$ cat config.mk
export PLATFORM = sky130hd
export DESIGN_NAME = approx_adder_error_monitor_flat
export DESIGN_NICKNAME = d
export VERILOG_FILES = /design/src/rtl/approx_adder_error_monitor_pkg.sv /design/src/rtl/approx_adder_error_monitor_if.sv /design/src/rtl/approx_adder_error_monitor_err_calc.sv /design/src/rtl/approx_adder_error_monitor.sv /design/src/flat_wrapper.sv
export SDC_FILE = /design/constraint.sdc
export NUM_CORES = 1
export LEC_CHECK = 0
export ABC_AREA = 0
export CAP_MARGIN = 20
export CORE_MARGIN = 2
export CORE_UTILIZATION = 40
export CTS_CLUSTER_SIZE = 25
export DETAILED_ROUTE_END_ITERATION = 7
export GPL_TIMING_DRIVEN = 0
export HOLD_SLACK_MARGIN = 0.08
export PLACE_DENSITY = 0.58
export SLEW_MARGIN = 30
export SYNTH_ARGS = -nofsm -noshare
export SYNTH_HDL_FRONTEND = slang
export SYNTH_SLANG_ARGS = --single-unit
$ cat constraint.sdc
create_clock -name clk -period 6.64 [get_ports clk]
set_input_delay 1.328 -clock clk [delete_from_list [all_inputs] [get_ports clk]]
set_output_delay 1.328 -clock clk [all_outputs]
set_load 0.01 [all_outputs]
$ cat src/rtl/approx_adder_error_monitor_pkg.sv
// rtl/approx_adder_error_monitor_pkg.sv - shared state type and width helpers for the approximate-adder error monitor
package approx_mon_pkg;

    typedef enum logic [1:0] {
        IDLE  = 2'd0,
        RUN   = 2'd1,
        DRAIN = 2'd2,
        DONE  = 2'd3
    } state_t;

    function automatic int err_w(input int width);
        return width + 2;
    endfunction

    function automatic int sq_w(input int width);
        return 2 * width + 2;
    endfunction

endpackage

$ cat src/rtl/approx_adder_error_monitor_if.sv
// rtl/approx_adder_error_monitor_if.sv - sample stream (a, b, approximate sum) with valid/ready handshake
interface approx_adder_error_monitor_if #(
    parameter int WIDTH = 8
);
    logic             in_valid;
    logic             in_ready;
    logic [WIDTH-1:0] in_a;
    logic [WIDTH-1:0] in_b;
    logic [WIDTH:0]   in_sum;

    modport master (
        output in_valid,
        output in_a,
        output in_b,
        output in_sum,
        input  in_ready
    );

    modport slave (
        input  in_valid,
        input  in_a,
        input  in_b,
        input  in_sum,
        output in_ready
    );
endinterface

$ cat src/rtl/approx_adder_error_monitor_err_calc.sv
// rtl/approx_adder_error_monitor_err_calc.sv - combinational first-stage datapath: exact sum, signed error, magnitude, nonzero flag
module approx_err_calc
    import approx_mon_pkg::*;
#(
    parameter int WIDTH = 8
) (
    input  logic [WIDTH-1:0]           a,
    input  logic [WIDTH-1:0]           b,
    input  logic [WIDTH:0]             sum,
    output logic [err_w(WIDTH)-1:0]    err,
    output logic [WIDTH:0]             abs_err,
    output logic                       nonzero
);
    localparam int EW = err_w(WIDTH);

    logic [WIDTH:0] exact;

    assign exact   = {1'b0, a} + {1'b0, b};
    assign err     = {1'b0, sum} - {1'b0, exact};
    // Largest magnitude is 2^(WIDTH+1)-1, so the sign bit is never needed in abs_err
    assign abs_err = err[EW-1] ? (WIDTH+1)'(-err) : (WIDTH+1)'(err);
    assign nonzero = |err;

endmodule

$ cat src/rtl/approx_adder_error_monitor.sv
// rtl/approx_adder_error_monitor.sv - streaming error statistics (count, signed sum, squared sum, max) for approximate adders
module approx_adder_error_monitor
    import approx_mon_pkg::*;
#(
    parameter int WIDTH = 8,
    parameter int CNT_W = 17,
    parameter int ACC_W = 48
) (
    input  logic                          clk,
    input  logic                          rst,
    input  logic                          start,
    input  logic [CNT_W-1:0]              num_samples,
    approx_adder_error_monitor_if.slave   samp,
    output logic                          busy,
    output logic                          done,
    output logic [CNT_W-1:0]              err_count,
    output logic [WIDTH:0]                max_abs_err,
    output logic [ACC_W-1:0]              sum_err,
    output logic [ACC_W-1:0]              sum_sq_err,
    output logic                          overflow
);
    localparam int EW = err_w(WIDTH);
    localparam int SW = sq_w(WIDTH);

    state_t           state;
    logic [CNT_W-1:0] remaining;
    logic             ready_q;
    logic             xfer;
    logic             start_ok;

    logic [EW-1:0]    c_err;
    logic [WIDTH:0]   c_abs;
    logic             c_nz;

    logic             s1_valid;
    logic [EW-1:0]    s1_err;
    logic [WIDTH:0]   s1_abs;
    logic             s1_nz;

    logic [SW-1:0]    sq;
    logic [ACC_W:0]   se_next;
    logic [ACC_W:0]   sq_next;
    logic             se_ovf;
    logic [ACC_W-1:0] se_sat;

    assign samp.in_ready = ready_q;
    assign xfer          = samp.in_valid && ready_q;
    assign start_ok      = start && (state == IDLE || state == DONE);

    approx_err_calc #(.WIDTH(WIDTH)) u_err_calc (
        .a       (samp.in_a),
        .b       (samp.in_b),
        .sum     (samp.in_sum),
        .err     (c_err),
        .abs_err (c_abs),
        .nonzero (c_nz)
    );

    // One guard bit on each accumulator exposes overflow for saturation
    assign sq      = SW'(s1_abs) * SW'(s1_abs);
    assign se_next = {sum_err[ACC_W-1], sum_err} + {{(ACC_W+1-EW){s1_err[EW-1]}}, s1_err};
    assign sq_next = {1'b0, sum_sq_err} + {{(ACC_W+1-SW){1'b0}}, sq};
    assign se_ovf  = se_next[ACC_W] != se_next[ACC_W-1];
    assign se_sat  = se_next[ACC_W] ? {1'b1, {(ACC_W-1){1'b0}}} : {1'b0, {(ACC_W-1){1'b1}}};

    always_ff @(posedge clk) begin
        if (rst) begin
            state     <= IDLE;
            remaining <= '0;
            ready_q   <= 1'b0;
            busy      <= 1'b0;
            done      <= 1'b0;
        end else begin
            case (state)
                IDLE, DONE: begin
                    if (start) begin
                        remaining <= num_samples;
                        if (num_samples == '0) begin
                            state <= DONE;
                            done  <= 1'b1;
                        end else begin
                            state   <= RUN;
                            ready_q <= 1'b1;
                            busy    <= 1'b1;
                            done    <= 1'b0;
                        end
                    end
                end
                RUN: begin
                    if (xfer) begin
                        remaining <= remaining - CNT_W'(1);
                        if (remaining == CNT_W'(1)) begin
                            state   <= DRAIN;
                            ready_q <= 1'b0;
                        end
                    end
                end
                DRAIN: begin
                    // s1 empty here means the final sample has already reached the accumulators
                    if (!s1_valid) begin
                        state <= DONE;
                        busy  <= 1'b0;
                        done  <= 1'b1;
                    end
                end
                default: state <= IDLE;
            endcase
        end
    end

    always_ff @(posedge clk) begin
        if (rst) begin
            s1_valid    <= 1'b0;
            s1_err      <= '0;
            s1_abs      <= '0;
            s1_nz       <= 1'b0;
            err_count   <= '0;
            max_abs_err <= '0;
            sum_err     <= '0;
            sum_sq_err  <= '0;
            overflow    <= 1'b0;
        end else begin
            s1_valid <= xfer;
            if (xfer) begin
                s1_err <= c_err;
                s1_abs <= c_abs;
                s1_nz  <= c_nz;
            end
            if (start_ok) begin
                err_count   <= '0;
                max_abs_err <= '0;
                sum_err     <= '0;
                sum_sq_err  <= '0;
                overflow    <= 1'b0;
            end else if (s1_valid) begin
                if (s1_nz) begin
                    err_count <= err_count + CNT_W'(1);
                end
                if (s1_abs > max_abs_err) begin
                    max_abs_err <= s1_abs;
                end
                sum_err    <= se_ovf ? se_sat : se_next[ACC_W-1:0];
                sum_sq_err <= sq_next[ACC_W] ? '1 : sq_next[ACC_W-1:0];
                if (se_ovf || sq_next[ACC_W]) begin
                    overflow <= 1'b1;
                end
            end
        end
    end

endmodule

$ cat src/flat_wrapper.sv
// flat-port wrapper written by rule: the top's interface ports become plain ports
module approx_adder_error_monitor_flat import approx_mon_pkg::*;
#(
    parameter int WIDTH = 8,
    parameter int CNT_W = 17,
    parameter int ACC_W = 48
)
  (clk, rst, start, num_samples, busy, done, err_count, max_abs_err, sum_err, sum_sq_err, overflow, samp_in_valid, samp_in_a, samp_in_b, samp_in_sum, samp_in_ready);
  approx_adder_error_monitor_if #(.WIDTH(WIDTH)) samp_i ();
  input  logic clk;
  input  logic rst;
  input  logic start;
  input  logic [CNT_W-1:0] num_samples;
  output logic busy;
  output logic done;
  output logic [CNT_W-1:0] err_count;
  output logic [WIDTH:0] max_abs_err;
  output logic [ACC_W-1:0] sum_err;
  output logic [ACC_W-1:0] sum_sq_err;
  output logic overflow;
  input wire logic [$bits(samp_i.in_valid)-1:0] samp_in_valid;
  input wire logic [$bits(samp_i.in_a)-1:0] samp_in_a;
  input wire logic [$bits(samp_i.in_b)-1:0] samp_in_b;
  input wire logic [$bits(samp_i.in_sum)-1:0] samp_in_sum;
  output wire logic [$bits(samp_i.in_ready)-1:0] samp_in_ready;
  assign samp_i.in_valid = samp_in_valid;
  assign samp_i.in_a = samp_in_a;
  assign samp_i.in_b = samp_in_b;
  assign samp_i.in_sum = samp_in_sum;
  assign samp_in_ready = samp_i.in_ready;
  approx_adder_error_monitor #(.WIDTH(WIDTH), .CNT_W(CNT_W), .ACC_W(ACC_W)) u_core (.clk(clk), .rst(rst), .start(start), .num_samples(num_samples), .samp(samp_i), .busy(busy), .done(done), .err_count(err_count), .max_abs_err(max_abs_err), .sum_err(sum_err), .sum_sq_err(sum_sq_err), .overflow(overflow));
endmodule
; After elaboration in Yosys (flattened, before gate mapping)
; Index checks and enable logic that the tools add are counted.
[word_totals]
reg_bits = 166
latch_bits = 0
ramBits = 0
mem_bits_ro = 0
input_bits = 46
output_inout_bits = 126
wordCells = 76
n_memories = 0
[op_classes]
addsub = 7
n_mul = 1
div = 0
magnitude_cmp = 1
eq_ne = 10
shift = 0
muxes = 24
bitwise = 0
reduce_logical = 19
[op_table]
columns = cell, count
row1 = 48-bit two-way mux, 3
row2 = 48-bit by 10-bit adder with 49-bit output, 1
row3 = 48-bit by 18-bit adder with 49-bit output, 1
row4 = 17-bit two-way mux, 2
row5 = 17-bit one-hot mux with 2 select lines, 1
row6 = 9-bit by 9-bit multiplier with 18-bit output, 1
row7 = "17-bit by 1-bit adder with 17-bit output, second input constant", 1
row8 = "17-bit by 1-bit equality test with 1-bit output, second input constant", 1
row9 = 17-bit zero test, 1
row10 = "17-bit by 1-bit subtractor with 17-bit output, second input constant", 1
row11 = 2-bit two-way mux, 5
row12 = 10-bit OR reduction, 1
row13 = 9-bit by 9-bit subtractor with 10-bit output, 1
row14 = 8-bit by 8-bit adder with 9-bit output, 1
row15 = 9-bit greater-than comparator, 1
row16 = 9-bit two-way mux, 1
row17 = 9-bit negator, 1
row18 = 1-bit two-way mux, 8
row19 = 4-bit AND reduction, 2
row20 = "2-bit != test, second input constant", 3
row21 = 1-bit one-hot mux with 2 select lines, 3
row22 = 2-bit one-hot mux with 3 select lines, 1
row23 = 2-bit AND reduction, 3
row24 = 3-bit AND reduction, 2
row25 = 10 further kinds, 16

; Longest topological paths before layout
[logic_depth]
depth_word = 4
depth_mapped = 24

; Modules after synthesis
; A second synthesis with hierarchy kept.
[unflattened]
hier_cells = 1693
hier_area_um2 = 13472.9
[modules_own_cells]
columns = module, instances, cells_per_inst, area_each_um2, seq_area_each_um2
row1 = approx_adder_error_monitor, 1, 1587, 12703.4, 3323.2
row2 = approx_err_calc, 1, 106, 769.5, 0.0

; Least setup slack after synthesis
; Ideal clock, no wire load.
[synth_path]
path_kind = reg-to-reg
startpoint = register u_core.s1_abs[6]
endpoint = register u_core.sum_sq_err[37]
setup_time_ns = 0.132
arrival_ns = 5.726
setup_slack_ns = 0.781
stages_incl_launch_ff = 24
path_buffers = 2
synth_period_minus_slack_ns = 5.859
path_cell_list = dfxtp_1 > clkbuf_1 > and2_1 > inv_1 > fa_1 > inv_1 > fa_1 > inv_1 > fa_1 > inv_1 > fa_1 > inv_1 > fa_1 > inv_1 > ha_1 > a21oi_1 > o21ai_1 > a21oi_1 > o21ai_1 > a221oi_1 > clkbuf_1 > nor3_1 > xnor2_1 > a21oi_1
[synth_via]
elab_chain_len = 3
[synth_rtl]
columns = element, line
row1 = start: declaration, approx_adder_error_monitor.sv:37  ; logic [WIDTH:0] s1_abs;
row2 = start signal: assignment, approx_adder_error_monitor.sv:126  ; s1_abs <= c_abs;
row3 = 9-bit by 9-bit multiplier with 18-bit output, approx_adder_error_monitor.sv:60  ; assign sq = SW'(s1_abs) * SW'(s1_abs);
row4 = 48-bit by 18-bit adder with 49-bit output, approx_adder_error_monitor.sv:62  ; assign sq_next = {1'b0, sum_sq_err} + {{(ACC_W+1-SW){1'b0}}, sq};
row5 = 48-bit two-way mux, approx_adder_error_monitor.sv:143  ; sum_sq_err <= sq_next[ACC_W] ? '1 : sq_next[ACC_W-1:0];
row6 = end signal: assignment, approx_adder_error_monitor.sv:143
row7 = end: declaration, approx_adder_error_monitor.sv:19  ; output logic [ACC_W-1:0] sum_sq_err,
; Every way passes these cells.
; A chain may end at the register's enable or synchronous reset.

; Worst setup path after layout
[layout_path]
startpoint = register u_core.s1_abs[6]
endpoint = register u_core.sum_sq_err[15]
; Same word-level chain as after synthesis.

==> metrics.yaml <==
dieWidth_um: 188
layout_common_cells: "a21oi_1 (200), inv_1 (174), clkdlybuf4s50_1 (170)"
grt_util_all_layers_pct: 22.3
synth_compound_area_share_pct: 22.7
synth_edf_count: 0
viasPerCell: 5.36
clk_pin_slew_worst_paths_ns: 0.08
drv_cap: 0
ys_top_cells_by_area: "dfxtp_1 (24%), ha_1 (11%), fa_1 (8.0%)"
synth_nets: 1924
critPathMaxFanout: 10
wl_per_cell_um: 16.7
synthMuxAreaShare_pct: 0.958
worstPathArrival_ns: 6.63
antenna_found_initial: 1
grt_pass1_wl_um: 63700
p_leak_nw: 6.71
report.power.total_mw: 4.15
grt_pass1_vias: 12100
dr_wl_met2_um: 17700
gp_congestion: 0.904
status: "completed"
post-route-util_pct: 49.4
cts_tree: "yes"
seq_area_frac_synth_pct: 24.3
pre_cts_ws_ns: -0.476
yosysWarnings: 0
met1_length_um: 19500
synth_fa_ha_area_share_pct: 22.5
hold_class: "flip-flop to flip-flop"
cts_root_buf: "clkbuf_16"
r2r-start: "u_core.s1_abs[6]"
route.met3.wl_um: 1950
rows: 67
ir_drop_uv: 210
synthCells: 1706
nets: 2115
cts_made_buffers: 17
critical_path_class: "flip-flop to flip-flop"
syn_area_um2: 13600
h-tree-depth: 4
synth_top_family_by_area: "compound AO/OA/AOI/OAI gates"
die_height_um: 188
hold_violations: 0
syn2layout_area_growth_pct: 22.0
start_util_pct: 40.5
grt_setup_unrepaired: "false"
grt-ovfl-total: 0
reg2regPathDepth: 23
dieArea_um2: 35500
num_io_pins: 172
powerDensity_nw_per_um2: 250
final_common_cell: "a21oi_1"
cp-startpoint: "u_core.s1_abs[6]"
skew_ns: 0.0151
setup_tns_ns: 0
synth_top_area_share_pct: 24.3
synthSimpleGateAreaFrac_pct: 14.6
rrSetupSlack_ns: 0.33
synthFlopType: "dfxtp_1"
min_period_ns: 6.31
numPortBuffers: 170
first_pass_iters: 6
whs_path_depth: 2
wirelength_um: 39500
synthXorXnorAreaFrac_pct: 7.28
ys_types: 70
endpoint_kind: "flip-flop"
cts.sink_count: 165
required_ns: 6.97
vias: 12600
tightest_slew_ns: 0.952
first_iter_violations: 705
hold_start: "u_core.s1_err[3]"
grt_max_degree: 24
min_to: "u_core.s1_err[3]"
reg2reg_to: "u_core.sum_sq_err[15]"
ys_seq_elements: 165
clk_latency_ns: 0.45
finalSetupViolations: 0
postRouteAntennaNets: 0
max_freq_mhz: 159
yosys.area.top_type: "dfxtp_1"
syn-mean-instance-area_um2: 7.96
drive_gt1_share_pct: 4.71
dp_hpwl_um: 30800
timing.slew.headroom_pct: 36.0
clk_path_buf_depth: 2
worstSetupStartpointType: "flip-flop"
drv_slew: 0
setup_ws_ns: 0.333
synth-async-reset-ratio_pct: 0
coreArea_um2: 33500
routed.top_layer: "met4"
post-route-period-util_pct: 95.0
drc: 0
-- worst max-delay path, cell delays in order (launching register included) --
cell       delay, ns
dfxtp_1         0.36
clkbuf_2        0.23
and2_1          0.23
inv_1           0.08
fa_1            0.58
inv_1           0.07
fa_1            0.50
inv_1           0.05
fa_1            0.47
inv_1           0.05
fa_1            0.52
inv_1           0.05
fa_1            0.51
inv_1           0.05
ha_1            0.33
a21oi_1         0.24
o21ai_2         0.16
a2111oi_4       0.51
nor2_1          0.19
nand2_1         0.12
a31o_2          0.20
and2_2          0.27
clkbuf_4        0.28
a21oi_1         0.09
-- logic make-up after synthesis --
family | count (synthesis)
compound gates | 509
simple gates | 416
buf+inv | 271
fa+ha+maj | 219
flops | 165
xor+xnor | 113
mux | 13
-- stage by stage --
| stage | std cells | cell area [µm²] | hold WS, ns |
|---|---|---|---|
| floorplan | 1706 | 13600 | 0.440 |
| global placement | 2324 | 15900 | 0.458 |
| detailed placement | 2325 | 15900 | 0.459 |
| CTS | 2356 | 16500 | 0.469 |
| global route | 2358 | 16600 | 0.485 |
| finish | 2358 | 16600 | 0.466 |
-- synth_stat cells, types with 38 or more instances --
cell      instances
xor2_1           45
fa_1             54
nor2_1          101
clkbuf_1         85
xnor2_1          68
nand2_1         130
ha_1            118
a21o_1           38
inv_1           174
o21ai_0         102
dfxtp_1         165
a21oi_1         201
-- flip-flops by register name, summed over array words and instances, names as in the netlist --
name	count
u_core.sum_sq_err	48
u_core.state	2
u_core.sum_err	48
u_core.done	1
u_core.err_count	17
u_core.max_abs_err	9
u_core.overflow	1
u_core.busy	1
u_core.s1_nz	1
u_core.s1_abs	9
u_core.remaining	17
u_core.s1_valid	1
u_core.s1_err	9
u_core.samp.in_ready	1
-- power breakdown --
| part | internal (mW) | switching (mW) |
|---|---|---|
| clock network | 0.604 | 0.483 |
| registers | 1.11 | 0.126 |
| logic | 0.725 | 1.10 |
| total | 2.44 | 1.71 |
-- layout make-up --
type | instances | area (µm²)
Antenna cell | 1 | 2.50
Buffer | 94 | 393
Clock inverter | 14 | 189
Inverter | 176 | 661
Tap cell | 448 | 561
Multi-Input combinational cell | 1270 | 9300
Timing Repair Buffer | 173 | 1740
Sequential cell | 165 | 3300
Fill cell | 3280 | 17000
Clock buffer | 17 | 425
-- per-layer routing --
metal  track usage, %  up-vias
met1             31.5     5990
met3             3.93       23
met4             4.63        0
met5                0        -
li1                 -     6341
met2             35.8      285
-- what timing repair did --
action | 4_1_cts | 5_1_grt
pin swaps | 0 | 1
gates resized for setup | 8 | 12
setup buffers | 0 | 2
hold buffers | 0 | 0
endpoints found under the setup margin | 45 | 39
cloned | 0 | 0
-- how the worst max path moves through the flow --
| stage | depth (start not counted) | slack [ns] | endpoint |
|---|---|---|---|
| after floorplan | 23 | 0.78 | u_core.sum_sq_err[37] |
| after global placement | 24 | -0.59 | u_core.sum_sq_err[15] |
| after detailed placement | 24 | -0.48 | u_core.sum_sq_err[12] |
| after CTS | 23 | 0.001 | u_core.sum_sq_err[15] |
| after global routing | 23 | 0.004 | u_core.sum_sq_err[26] |
| final | 23 | 0.33 | u_core.sum_sq_err[15] |
Power figures use the tool's default switching activity.
